===== src/rtl/seg_driver.sv =====
// Segment display output stage: registers scan inputs, decodes hex digits, and applies
// anti-ghosting dead time, PWM brightness and leading-zero suppression.
module seg_driver #(
    parameter int unsigned BLANK_CYC   = 2,
    parameter bit          SEG_ACT_LOW = 1'b1,
    parameter bit          COM_ACT_LOW = 1'b1
) (
    input  logic       clk,
    input  logic       reset,
    input  logic [3:0] d,
    input  logic [5:0] seg_sel,
    input  logic [5:0] dp_en,
    input  logic       lzs_en,
    input  logic [3:0] brightness,
    output logic [7:0] seg,
    output logic [5:0] com
);

    localparam logic [7:0] BlankLoad = 8'(BLANK_CYC);
    localparam logic [7:0] SegOff    = SEG_ACT_LOW ? 8'hFF : 8'h00;
    localparam logic [5:0] ComOff    = COM_ACT_LOW ? 6'h3F : 6'h00;

    logic [3:0] s_d_q, s_d_d;
    logic [5:0] s_sel_q, s_sel_d;
    logic [5:0] s_dp_q, s_dp_d;
    logic [5:0] prev_sel_q, prev_sel_d;
    logic [3:0] digit_mem_q [6];
    logic [3:0] digit_mem_d [6];
    logic [3:0] pwm_cnt_q, pwm_cnt_d;
    logic [7:0] blank_cnt_q, blank_cnt_d;
    logic [7:0] seg_q, seg_d;
    logic [5:0] com_q, com_d;

    logic       in_onehot, s_onehot, higher_nz, suppress, show;
    logic [2:0] idx;
    logic [6:0] dec;
    logic [7:0] seg_act;

    always_comb begin
        unique case (s_d_q)
            4'h0: dec = 7'h3F;
            4'h1: dec = 7'h06;
            4'h2: dec = 7'h5B;
            4'h3: dec = 7'h4F;
            4'h4: dec = 7'h66;
            4'h5: dec = 7'h6D;
            4'h6: dec = 7'h7D;
            4'h7: dec = 7'h07;
            4'h8: dec = 7'h7F;
            4'h9: dec = 7'h6F;
            4'hA: dec = 7'h77;
            4'hB: dec = 7'h7C;
            4'hC: dec = 7'h39;
            4'hD: dec = 7'h5E;
            4'hE: dec = 7'h79;
            default: dec = 7'h71;
        endcase
    end

    always_comb begin
        s_d_d    = d;
        s_sel_d  = seg_sel;
        s_dp_d   = dp_en;
        in_onehot = (seg_sel != 6'd0) && ((seg_sel & (seg_sel - 6'd1)) == 6'd0);
        for (int i = 0; i < 6; i++) begin
            digit_mem_d[i] = (in_onehot && seg_sel[i]) ? d : digit_mem_q[i];
        end
        pwm_cnt_d  = pwm_cnt_q + 4'd1;
        prev_sel_d = s_sel_q;

        if (s_sel_q != prev_sel_q) begin
            blank_cnt_d = BlankLoad;
        end else if (blank_cnt_q != 8'd0) begin
            blank_cnt_d = blank_cnt_q - 8'd1;
        end else begin
            blank_cnt_d = 8'd0;
        end

        s_onehot = (s_sel_q != 6'd0) && ((s_sel_q & (s_sel_q - 6'd1)) == 6'd0);
        idx = 3'd0;
        for (int i = 0; i < 6; i++) begin
            if (s_sel_q[i]) idx = 3'(i);
        end
        higher_nz = 1'b0;
        for (int j = 1; j < 6; j++) begin
            if ((j > int'(idx)) && (digit_mem_q[j] != 4'd0)) higher_nz = 1'b1;
        end
        suppress = lzs_en && (idx != 3'd0) && (s_d_q == 4'd0) && !higher_nz;
        seg_act  = {s_dp_q[idx], suppress ? 7'h00 : dec};

        // The next blank count covers the change edge itself, so BLANK_CYC=0 never blanks.
        show  = s_onehot && (blank_cnt_d == 8'd0) && (pwm_cnt_q < brightness);
        seg_d = (show ? seg_act : 8'h00) ^ SegOff;
        com_d = (show ? s_sel_q : 6'h00) ^ ComOff;
    end

    always_ff @(posedge clk or posedge reset) begin
        if (reset) begin
            s_d_q       <= 4'd0;
            s_sel_q     <= 6'd0;
            s_dp_q      <= 6'd0;
            prev_sel_q  <= 6'd0;
            pwm_cnt_q   <= 4'd0;
            blank_cnt_q <= 8'd0;
            seg_q       <= SegOff;
            com_q       <= ComOff;
            for (int i = 0; i < 6; i++) digit_mem_q[i] <= 4'd0;
        end else begin
            s_d_q       <= s_d_d;
            s_sel_q     <= s_sel_d;
            s_dp_q      <= s_dp_d;
            prev_sel_q  <= prev_sel_d;
            pwm_cnt_q   <= pwm_cnt_d;
            blank_cnt_q <= blank_cnt_d;
            seg_q       <= seg_d;
            com_q       <= com_d;
            for (int i = 0; i < 6; i++) digit_mem_q[i] <= digit_mem_d[i];
        end
    end

    assign seg = seg_q;
    assign com = com_q;

endmodule


===== config.mk =====
export PLATFORM = sky130hd
export DESIGN_NAME = seg_driver
export DESIGN_NICKNAME = d
export VERILOG_FILES = /design/src/rtl/seg_driver.sv
export SDC_FILE = /design/constraint.sdc
export NUM_CORES = 1
export LEC_CHECK = 0
export CAP_MARGIN = 20
export CORE_MARGIN = 3
export CORE_UTILIZATION = 54
export DETAILED_ROUTE_END_ITERATION = 6
export DONT_BUFFER_PORTS = 1
export GPL_TIMING_DRIVEN = 0
export PLACE_DENSITY = 0.69
export SYNTH_ARGS = -nofsm -noshare
export SYNTH_HDL_FRONTEND = slang
export SYNTH_SLANG_ARGS = --single-unit

===== constraint.sdc =====
create_clock -name clk -period 5 [get_ports clk]
set_input_delay 1 -clock clk [delete_from_list [all_inputs] [get_ports clk]]
set_output_delay 1 -clock clk [all_outputs]
set_load 0.01 [all_outputs]

==> flow_metrics.tcl <==
set metrics [dict create \
    postCtsResizedCells 0 \
    route.detailed.vias_per_inst 5.74 \
    synth_net_count 256 \
    die-width_um 78.4 \
    cp_max_fo 10 \
    rsz_0062_raised_after_global_routing "no" \
    grtUsageTotal_pct 20.1 \
    routed_wl_mm 5.33 \
    grt.overflow.total 0 \
    synth.yosys.warnings 0 \
    dr_total_vias 1755 \
    post_cts.repair.setup_buffers 0 \
    criticalPathCategory "in2reg" \
    synth_most_common_cell "sky130_fd_sc_hd__dfrtp_1" \
    grt_antenna_before_repair 0 \
    seq_area_frac_synth_pct 57.2 \
    synth.area.top_cells "sky130_fd_sc_hd__dfrtp_1 (44%), sky130_fd_sc_hd__dfstp_2 (13%), sky130_fd_sc_hd__ha_1 (4.9%), sky130_fd_sc_hd__mux2_2 (4.8%), sky130_fd_sc_hd__xnor2_1 (2.2%)" \
    simple_logic_cell_fraction_of_the_synthesized_area_pct 14.8 \
    final_setup_viols 0 \
    sequential_cell_area_um2 1620 \
    critPathMaxStageDelay_ps 330 \
    tritoncts.num_buffers 9 \
    fmaxAchievable_mhz 433 \
    clockBufferDepth 2 \
    number_of_global_route_vias_before_repair 1930 \
    timing.critical_path.cells "inv_1 -> ha_1 -> a21oi_1 -> o21ai_0 -> a211oi_1 -> and4_1 -> buf_6 -> buf_12 -> o2111ai_2" \
    tritoncts_num_sinks 64 \
    area_delta_synth_final_pct 11.5 \
    cts-hold-fix-buffers 0 \
    worst_ep_required_time_ps 5230 \
    dpl_worst_slack_ps 2320 \
    clk_transition_reported_paths_ps 70 \
    hold_ws_ps 375 \
    worst-slew-pin-transition_ps 694 \
    slowest_stage "sky130_fd_sc_hd__a211oi_1" \
    timing_max_transition_violations_final 0 \
    synth.top_cell.area_share_pct 44.2 \
    xor_xnor_fraction_of_synth_area_pct 4.33 \
    clock_tree.root_cell "sky130_fd_sc_hd__clkbuf_8" \
    finalCoreUtilization_pct 64.6 \
    gp_routability_congestion 0.807 \
    drt_pass1_iterations 4 \
    initial_utilization_pct 58.0 \
    syn_area_um2 2830 \
    detail_route.iter0.violations 132 \
    synth_top_family_by_area "simple AND/OR/NAND/NOR gates" \
    setup.worst_path.start_class "input pin" \
    setup_slack_ps 2690 \
    ys_async_sr_fraction_pct 100 \
    final.period_utilization_pct 46.2 \
    fillCellCount 367 \
    synth.area.mux_share_pct 7.43 \
    synth_cell_types 48 \
    hold_class "reg2reg" \
    design.final.nets 268 \
    power_per_cell_area_nw_per_um2 365 \
    average_wire_per_standard_cell_um 17.4 \
    critPathCaptureType "register" \
    yosys-top-cells-count "sky130_fd_sc_hd__dfrtp_1 (50), sky130_fd_sc_hd__dfstp_2 (14), sky130_fd_sc_hd__inv_1 (12), sky130_fd_sc_hd__mux2_2 (12), sky130_fd_sc_hd__ha_1 (11)" \
    rrSetupSlack_ps 2740 \
    hold_viol 0 \
    post_synth_fa_ha_maj_area_fraction_pct 4.87 \
    setup_total_negative_slack_ps 0 \
    run_status "complete, no violations" \
    die_h_um 78.4 \
    n_antenna_cell 0 \
    area_inside_the_core_boundary_um2 4880 \
    detailed_place_hpwl_mm 3.87 \
    post_synth.cell_area_avg_um2 12.7 \
    die_area_um2 6140 \
    multi_input_comb_area_um2 1090 \
    clock_latency_ps 340 \
    num_rows 25 \
    ys_dominant_reg_cell "sky130_fd_sc_hd__dfrtp_1" \
    drc 0 \
    synth_edf_count 0 \
    fin_crit_ps 2310 \
    worst_slew_margin_rel_pct 53.5 \
    worst_ir_drop_vdd_uv 214 \
    netlist_instances 222 \
    synth.ff_latch_count 64 \
    grt_first_pass_wirelength_mm 9.32 \
    synth.largest_area_cell "sky130_fd_sc_hd__dfrtp_1" \
    drt.antenna.violating_nets 0 \
    final.setup_skew_ps 6.92 \
    cts_tree "built" \
    post_route_cells_drive_above_1_share_pct 25.9 \
    timing.critical_path.arrival_ps 2540 \
    htree_levels 3 \
    floorplan.io_pins 37 \
    port-buffer-count 0 \
    max_cap_violations 0 \
    leakagePower_nw 1.35 \
    pin_count_of_the_biggest_net_entering_global_routing 39 \
    synth-compound-area-share_pct 7.21 \
]
-- layout by cell type, fill, tap and decap left out, types with 5 or more instances in the layout --
cell type,synthesis,layout
sky130_fd_sc_hd__xnor2_1,7,7
sky130_fd_sc_hd__nand3b_1,5,5
sky130_fd_sc_hd__nor4_1,5,5
sky130_fd_sc_hd__clkbuf_8,0,9
sky130_fd_sc_hd__inv_1,12,11
sky130_fd_sc_hd__nand3_1,6,6
sky130_fd_sc_hd__nand2_2,6,6
sky130_fd_sc_hd__ha_1,11,11
sky130_fd_sc_hd__nor2_1,8,8
sky130_fd_sc_hd__nor3_1,6,6
sky130_fd_sc_hd__mux2_2,12,12
sky130_fd_sc_hd__dfstp_2,14,14
sky130_fd_sc_hd__dfrtp_1,50,50
sky130_fd_sc_hd__xor2_1,7,7
sky130_fd_sc_hd__o21ai_0,6,6
sky130_fd_sc_hd__nand2_1,6,6
-- stage by stage --
step | power [mW] | instance area [µm²] | cells
4_1_cts | 1.16 | 3150 | 306
3_3_place_gp | 0.658 | 2910 | 289
2_1_floorplan | 0.645 | 2830 | 222
6_report | 1.15 | 3150 | 306
3_5_place_dp | 0.670 | 2930 | 290
5_1_grt | 1.20 | 3150 | 306
-- path summary, 6_finish.rpt --
| path | end | start | cells past startpoint |
|---|---|---|---|
| worst max-delay path | seg[6] | brightness[2] | 9 |
| worst min-delay path | prev_sel_q[2] | prev_sel_d[2] | 0 |
| worst max register to register | seg[6] | blank_cnt_q[0] | 9 |
| worst min register to register | prev_sel_q[2] | prev_sel_d[2] | 0 |
| max in group asynchronous | com[1] | reset | 2 |
| min in group asynchronous | s_d_q[2] | reset | 1 |
-- worst max-delay path: cells and delay by family --
kind	cells	cell delay [ps]
buffers and inverters	3	280
adders and majority gates	1	310
and+or+nand+nor	1	270
AOI/OAI and AO/OA	4	680
-- sequential cells by signal, summed over array words and instances, names as in the netlist --
name,count
pwm_cnt_q,4
com,6
s_dp_q,6
prev_sel_d,6
digit_mem_q,16
blank_cnt_q,8
seg,8
s_d_q,4
prev_sel_q,6
-- power breakdown --
group          switching, mW  internal (mW)  total [mW]
logic                 0.0462         0.0414      0.0876
clock network          0.207          0.283       0.490
registers             0.0193          0.553       0.572
-- kinds of logic (layout without fill, tap and decap cells) --
group,Yosys count,after routing
xor+xnor,14,14
compound gates,28,28
fa+ha+maj,11,11
simple gates,65,65
buf+inv,21,38
mux,19,19
flops,64,64
-- area by class of cell --
cell class / count / area share (%)
repair buffers: 1 / 0.635
well taps: 67 / 2.66
multi-input cells: 137 / 34.7
clock inverters: 6 / 2.94
flip-flops and latches: 64 / 51.3
inverters: 12 / 1.43
plain buffers: 9 / 2.26
clock buffers: 10 / 4.05
-- metal layers --
| metal | global-route usage (%) | share of wire [%] | routed length (µm) |
|---|---|---|---|
| met1 | 25.0 | 42 | 2260 |
| met3 | 4.70 | 5.2 | 275 |
| met5 | 0 | 0 | 0 |
| met2 | 32.5 | 50 | 2640 |
| met4 | 11.0 | 2.9 | 153 |
Power figures use the tool's default switching activity.
